**src/rtl/grid_mem_arbiter.sv**
```systemverilog
// grid_mem_arbiter
//   Shares the single-port grid RAM between the video renderer (read-only,
//   absolute priority), game logic (port A) and the line-clear engine
//   (port B). A and B are round-robin arbitrated in cycles without a video
//   request. The granted access is registered onto the RAM port one cycle
//   later. Read ownership travels alongside the RAM latency in a tag pipeline
//   and steers the returned data to the requester.
//
// Ports
//   clk, reset                 clock, synchronous active-high reset
//   vid_req/addr               renderer read strobe and address
//   vid_rdata/rvalid           renderer read return
//   a_* / b_*                  requester ports: req, we, addr, wdata in;
//                              gnt (combinational), rdata, rvalid out
//   mem_en/we/addr/wdata       RAM access, registered
//   mem_rdata                  RAM read data, MEM_LATENCY cycles after mem_en
//   starve[1:0]                sticky starvation flags, [0] = A, [1] = B
//
// Round-robin pointer
//   rr   | meaning
//   RR_A | A wins when A and B both request
//   RR_B | B wins when A and B both request
module grid_mem_arbiter #(
  parameter int ADDR_W       = 8,
  parameter int DATA_W       = 8,
  parameter int MEM_LATENCY  = 1,
  parameter int STARVE_LIMIT = 64
) (
  input  logic              clk,
  input  logic              reset,
  input  logic              vid_req,
  input  logic [ADDR_W-1:0] vid_addr,
  output logic [DATA_W-1:0] vid_rdata,
  output logic              vid_rvalid,
  input  logic              a_req,
  input  logic              a_we,
  input  logic [ADDR_W-1:0] a_addr,
  input  logic [DATA_W-1:0] a_wdata,
  output logic              a_gnt,
  output logic [DATA_W-1:0] a_rdata,
  output logic              a_rvalid,
  input  logic              b_req,
  input  logic              b_we,
  input  logic [ADDR_W-1:0] b_addr,
  input  logic [DATA_W-1:0] b_wdata,
  output logic              b_gnt,
  output logic [DATA_W-1:0] b_rdata,
  output logic              b_rvalid,
  output logic              mem_en,
  output logic              mem_we,
  output logic [ADDR_W-1:0] mem_addr,
  output logic [DATA_W-1:0] mem_wdata,
  input  logic [DATA_W-1:0] mem_rdata,
  output logic [1:0]        starve
);

  localparam int CNT_W = $clog2(STARVE_LIMIT + 1);
  localparam logic [CNT_W-1:0] LIMIT_C  = CNT_W'(STARVE_LIMIT);
  localparam logic [CNT_W-1:0] LIMIT_M1 = CNT_W'(STARVE_LIMIT - 1);

  typedef enum logic [1:0] {TAG_NONE, TAG_V, TAG_A, TAG_B} tag_t;
  typedef enum logic {RR_A, RR_B} rr_t;

  rr_t               rr_q, rr_d;
  logic              issue, issue_we;
  logic [ADDR_W-1:0] issue_addr;
  logic [DATA_W-1:0] issue_wdata;
  tag_t              issue_tag;
  tag_t              tag_q [MEM_LATENCY+1];
  tag_t              ret_tag;
  logic [CNT_W-1:0]  wait_cnt [2];
  logic [1:0]        req_v, gnt_v;

  // Arbitration and next-access selection. Address/wdata default to the
  // current RAM port values so idle cycles hold them.
  always_comb begin
    a_gnt       = 1'b0;
    b_gnt       = 1'b0;
    rr_d        = rr_q;
    issue       = 1'b0;
    issue_we    = 1'b0;
    issue_tag   = TAG_NONE;
    issue_addr  = mem_addr;
    issue_wdata = mem_wdata;
    if (!reset) begin
      if (vid_req) begin
        issue      = 1'b1;
        issue_tag  = TAG_V;
        issue_addr = vid_addr;
      end else if (a_req && (!b_req || rr_q == RR_A)) begin
        a_gnt       = 1'b1;
        rr_d        = RR_B;
        issue       = 1'b1;
        issue_we    = a_we;
        issue_addr  = a_addr;
        issue_wdata = a_wdata;
        issue_tag   = a_we ? TAG_NONE : TAG_A;
      end else if (b_req) begin
        b_gnt       = 1'b1;
        rr_d        = RR_A;
        issue       = 1'b1;
        issue_we    = b_we;
        issue_addr  = b_addr;
        issue_wdata = b_wdata;
        issue_tag   = b_we ? TAG_NONE : TAG_B;
      end
    end
  end

  always_ff @(posedge clk) begin
    if (reset) begin
      rr_q      <= RR_A;
      mem_en    <= 1'b0;
      mem_we    <= 1'b0;
      mem_addr  <= '0;
      mem_wdata <= '0;
    end else begin
      rr_q      <= rr_d;
      mem_en    <= issue;
      mem_we    <= issue_we;
      mem_addr  <= issue_addr;
      mem_wdata <= issue_wdata;
    end
  end

  // tag_q[0] lines up with mem_en; tag_q[MEM_LATENCY] with valid mem_rdata.
  always_ff @(posedge clk) begin
    if (reset) begin
      for (int i = 0; i <= MEM_LATENCY; i++) tag_q[i] <= TAG_NONE;
    end else begin
      tag_q[0] <= issue_tag;
      for (int i = 1; i <= MEM_LATENCY; i++) tag_q[i] <= tag_q[i-1];
    end
  end

  assign ret_tag = tag_q[MEM_LATENCY];

  always_ff @(posedge clk) begin
    if (reset) begin
      vid_rvalid <= 1'b0;
      a_rvalid   <= 1'b0;
      b_rvalid   <= 1'b0;
      vid_rdata  <= '0;
      a_rdata    <= '0;
      b_rdata    <= '0;
    end else begin
      vid_rvalid <= (ret_tag == TAG_V);
      a_rvalid   <= (ret_tag == TAG_A);
      b_rvalid   <= (ret_tag == TAG_B);
      if (ret_tag == TAG_V) vid_rdata <= mem_rdata;
      if (ret_tag == TAG_A) a_rdata   <= mem_rdata;
      if (ret_tag == TAG_B) b_rdata   <= mem_rdata;
    end
  end

  assign req_v = {b_req, a_req};
  assign gnt_v = {b_gnt, a_gnt};

  // Wait counters saturate at the limit; the flag sets on the same edge the
  // counter reaches it and then stays until reset.
  always_ff @(posedge clk) begin
    if (reset) begin
      wait_cnt[0] <= '0;
      wait_cnt[1] <= '0;
      starve      <= 2'b00;
    end else begin
      for (int i = 0; i < 2; i++) begin
        if (!req_v[i] || gnt_v[i]) begin
          wait_cnt[i] <= '0;
        end else if (wait_cnt[i] != LIMIT_C) begin
          wait_cnt[i] <= wait_cnt[i] + CNT_W'(1);
          if (wait_cnt[i] == LIMIT_M1) starve[i] <= 1'b1;
        end
      end
    end
  end

endmodule

```
**config.mk**
```make
export PLATFORM = sky130hd
export DESIGN_NAME = grid_mem_arbiter
export DESIGN_NICKNAME = d
export VERILOG_FILES = /design/src/rtl/grid_mem_arbiter.sv
export SDC_FILE = /design/constraint.sdc
export NUM_CORES = 1
export LEC_CHECK = 0
export ABC_AREA = 1
export CAP_MARGIN = 10
export CORE_ASPECT_RATIO = 0.6
export CORE_MARGIN = 5
export CORE_UTILIZATION = 41
export DETAILED_ROUTE_END_ITERATION = 7
export PLACE_DENSITY_LB_ADDON = 0.15
export SLEW_MARGIN = 20
export SYNTH_ARGS = -nofsm -noshare
export SYNTH_HDL_FRONTEND = slang
export SYNTH_SLANG_ARGS = --single-unit
export TNS_END_PERCENT = 50
```
**constraint.sdc**
```tcl
create_clock -name clk -period 2.5 [get_ports clk]
set_clock_uncertainty 0.15 [all_clocks]
set_input_delay 0.5 -clock clk [delete_from_list [all_inputs] [get_ports clk]]
set_output_delay 0.5 -clock clk [all_outputs]
set_load 0.03 [all_outputs]
```
==> summary.txt <==
Status
  – Status: completed

Logic synthesis
  – FF+latch count, synth: 66
  – Synthesized area: 2930 um2
  – Post-synthesis net count: ~450
  – Synthesized netlist cell count: 389
  – Synth warn: 0
  – Syn Area/Cell: 7.54 um2
  – Seq/Total Area, Yosys: about half
  – Synth unique cells: 29

Place
  – Placed instance area: 4070 um2
  – RePlAce Congestion: 0.841
  – DP HPWL: between 6000 and 7000 um
  – I/O Buffers: 103

Drt
  – Routed WL per cell: 13.5 um
  – Drt first pass iters: 4
  – Iter 0 DRT Violations: 159
  – Routed vias: ~2800
  – Vias per Instance: just under 5
  – Post-route DRC violation count: 0
  – Post-DRT Antenna Nets: 0
  – DRT Wirelength: 7970 um

Global routing
  – Number of global-route vias before repair: 2721
  – Initial antenna violation count: 0
  – Largest net degree at the start of global routing: 28
  – GRT overflow: 0
  – All-Layer GR Usage: 18.4%
  – First-pass GRT wire length: 13000 um

Worst setup path
  – Crit path launch: vid_req
  – Critical path arrival: 1610 ps
  – Worst Setup Start Kind: input port
  – Worst EP required: around 1900 ps
  – Reg-to-Reg End: wait_cnt[0][2]
  – Cells on worst reg2reg path: 8
  – CP Max Fanout: 4
  – R2R setup slack: around 800 ps
  – Critical R2R Launch: wait_cnt[0][0]
  – Crit Path Category: in2out
  – Critical Path Sink Type: output pin

Timing
  – Highest Clock Rate: between 0.4 and 0.5 GHz
  – Setup TNS: 0 ps
  – RSZ-0062 raised after global routing: false
  – Final setup fails: 0
  – Max-slew violation count: 0
  – Tmin final: 2260 ps
  – Final hold violations: 0
  – Fin crit share: 90.6%
  – Max-slew headroom: between 70 and 80%
  – Slew @ Worst Pin: 415 ps

Die
  – Die height: 75.5 um
  – Core area: about 6800 um2
  – Initial cell density of the core: 43.0%
  – Die width: 119 um
  – Full die area: between 8000 and 9000 um2
  – Cell row count: 23
  – I/O pin cnt: about 100

Power
  – Sw power: 690 uW
  – P_leak: 0.00184 uW
  – Maximum vdd drop: 0.371 mV
  – Register share of total power: a little over two fifths
  – Power Internal: 2040 uW
  – Net Sw Frac: 25.3%
  – Total Power: 2730 uW
  – Logic pwr share: 14.9%
  – Clock power share: 43.0%
  – Pwr dens: 627 nW/um2

Layout
  – Fraction of layout cells with a size suffix above 1: 7.14%
  – Commonest non-fill, non-tap cell in the layout: clkdlybuf4s50_1
  – Antenna cells: 0
  – Synthesis-to-finish area growth: 48.4%
  – Core Util, Final: a little under two thirds
  – Fin nets: 558
  – Commonest non-fill, non-tap cells in the layout: clkdlybuf4s50_1 (100), nand2_1 (94), nor2_1 (86), dfxtp_1 (52), o21ai_0 (27)
  – Fillcell total: 587
  – Design Area, Final: 4350 um2

Clock network
  – Cts hold-fix bufs: 0
  – Sinks on Clock Net: 66
  – Post-CTS sizing: 0
  – TritonCTS clock tree: built
  – CTS H-Tree Depth: 3
  – Clk Latency, worst-skew pair: 330 ps
  – Clk buf depth: 2
  – Post-CTS Setup Inserts: 0
  – CTS buffer count: 9
  – Clock-pin slew on the worst setup and hold paths: 50 ps
  – Root Driver: clkbuf_16

Min path
  – Worst Hold Launch: tag_q[0][0]
  – Hold crit path type: reg2reg
  – Hold path endpoint: tag_q[0][2]
  – WHS Path Cells: 2

Flow run
  – Max Cap Violations: 0
-- worst max-delay path by stage --
stage | cells after the start | endpoint
4_1_cts | 6 | b_gnt
6_report | 5 | b_gnt
3_3_place_gp | 6 | b_gnt
3_5_place_dp | 6 | b_gnt
2_1_floorplan | 4 | a_gnt
5_1_grt | 5 | b_gnt
-- cell type report --
type | count | area, um2 | share of cell area (%)
clock buffer | 12 | 256 | 5.89
inverter | 30 | 113 | 2.59
timing repair buffer | 112 | 1110 | 25.5
multi-input combinational | 280 | 1280 | 29.4
sequential | 66 | 1460 | 33.6
clock inverter | 4 | 25.0 | 0.575
tap | 87 | 109 | 2.50
-- layer usage --
metal | GRT usage [%] | part of all wire, % | vias up
met5 | 0 | 0 | -
met4 | 5.01 | 1.1 | 0
met3 | 8.38 | 9.8 | 10
met2 | 27.0 | 42 | 108
met1 | 24.7 | 47 | 1259
li1 | - | - | 1461
-- per-stage QoR --
step           setup WS, ps  std cells  hold slack [ps]
3_5_place_dp           58.5        575              250
3_3_place_gp           86.3        575              245
6_report                235        591              249
2_1_floorplan           489        389              238
4_1_cts                50.7        591              253
5_1_grt                 161        591              279
-- flip-flops by register name, summed over array words and instances (netlist names) --
register / count
b_rdata: 8
mem_en: 1
vid_rdata: 8
tag_q: 4
mem_addr: 8
mem_wdata: 8
starve: 2
rr_q: 1
wait_cnt: 14
vid_rvalid: 1
a_rdata: 8
mem_we: 1
a_rvalid: 1
b_rvalid: 1
-- logic make-up (layout without fill, tap and decap cells) --
kind of cell | after synthesis | count (layout) | synth area share [%]
compound gates | 53 | 53 | 9.18
buf+inv | 43 | 158 | 6.53
flops | 66 | 66 | 49.9
xor+xnor | 6 | 6 | 1.79
simple gates | 217 | 217 | 30.9
fa+ha+maj | 4 | 4 | 1.71
-- power by group through the flow --
| stage | logic [uW] | clock network (uW) | registers [uW] |
|---|---|---|---|
| final | 407 | 1170 | 1150 |
| after global placement | 403 | 0 | 1170 |
| after CTS | 409 | 1190 | 1150 |
| after floorplan | 146 | 0 | 1230 |
| after global routing | 443 | 1240 | 1150 |
| after detailed placement | 407 | 0 | 1170 |
-- cells in the mapped netlist --
cell	n	area (um2)
nand2_8	1	20.0
buf_2	5	25.0
nand2_2	1	6.26
nand3_1	24	120
or2_1	1	6.26
xnor2_1	3	26.3
a21oi_2	1	8.76
ha_1	4	50.1
o21ai_0	27	135
or2_2	1	6.26
nor2_2	1	6.26
inv_2	2	7.51
nand3b_1	3	22.5
clkbuf_2	1	5.00
nor2_1	86	323
buf_1	1	3.75
o21ai_1	1	5.00
buf_4	3	22.5
a21oi_1	24	120
nor3_1	2	10.0
buf_8	1	15.0
nand2_1	94	353
xor2_1	3	26.3
dfxtp_1	52	1040
nand2_4	3	33.8
clkinv_1	2	7.51
inv_1	26	97.6
edfxtp_1	14	420
clkbuf_1	2	7.51
-- critical path, cell delays in order --
cell and delay [ps]:
clkdlybuf4s50_1 510, nor2_1 200, nand3_1 150, inv_1 130, buf_12 130
(Power assumes the default switching activity.)
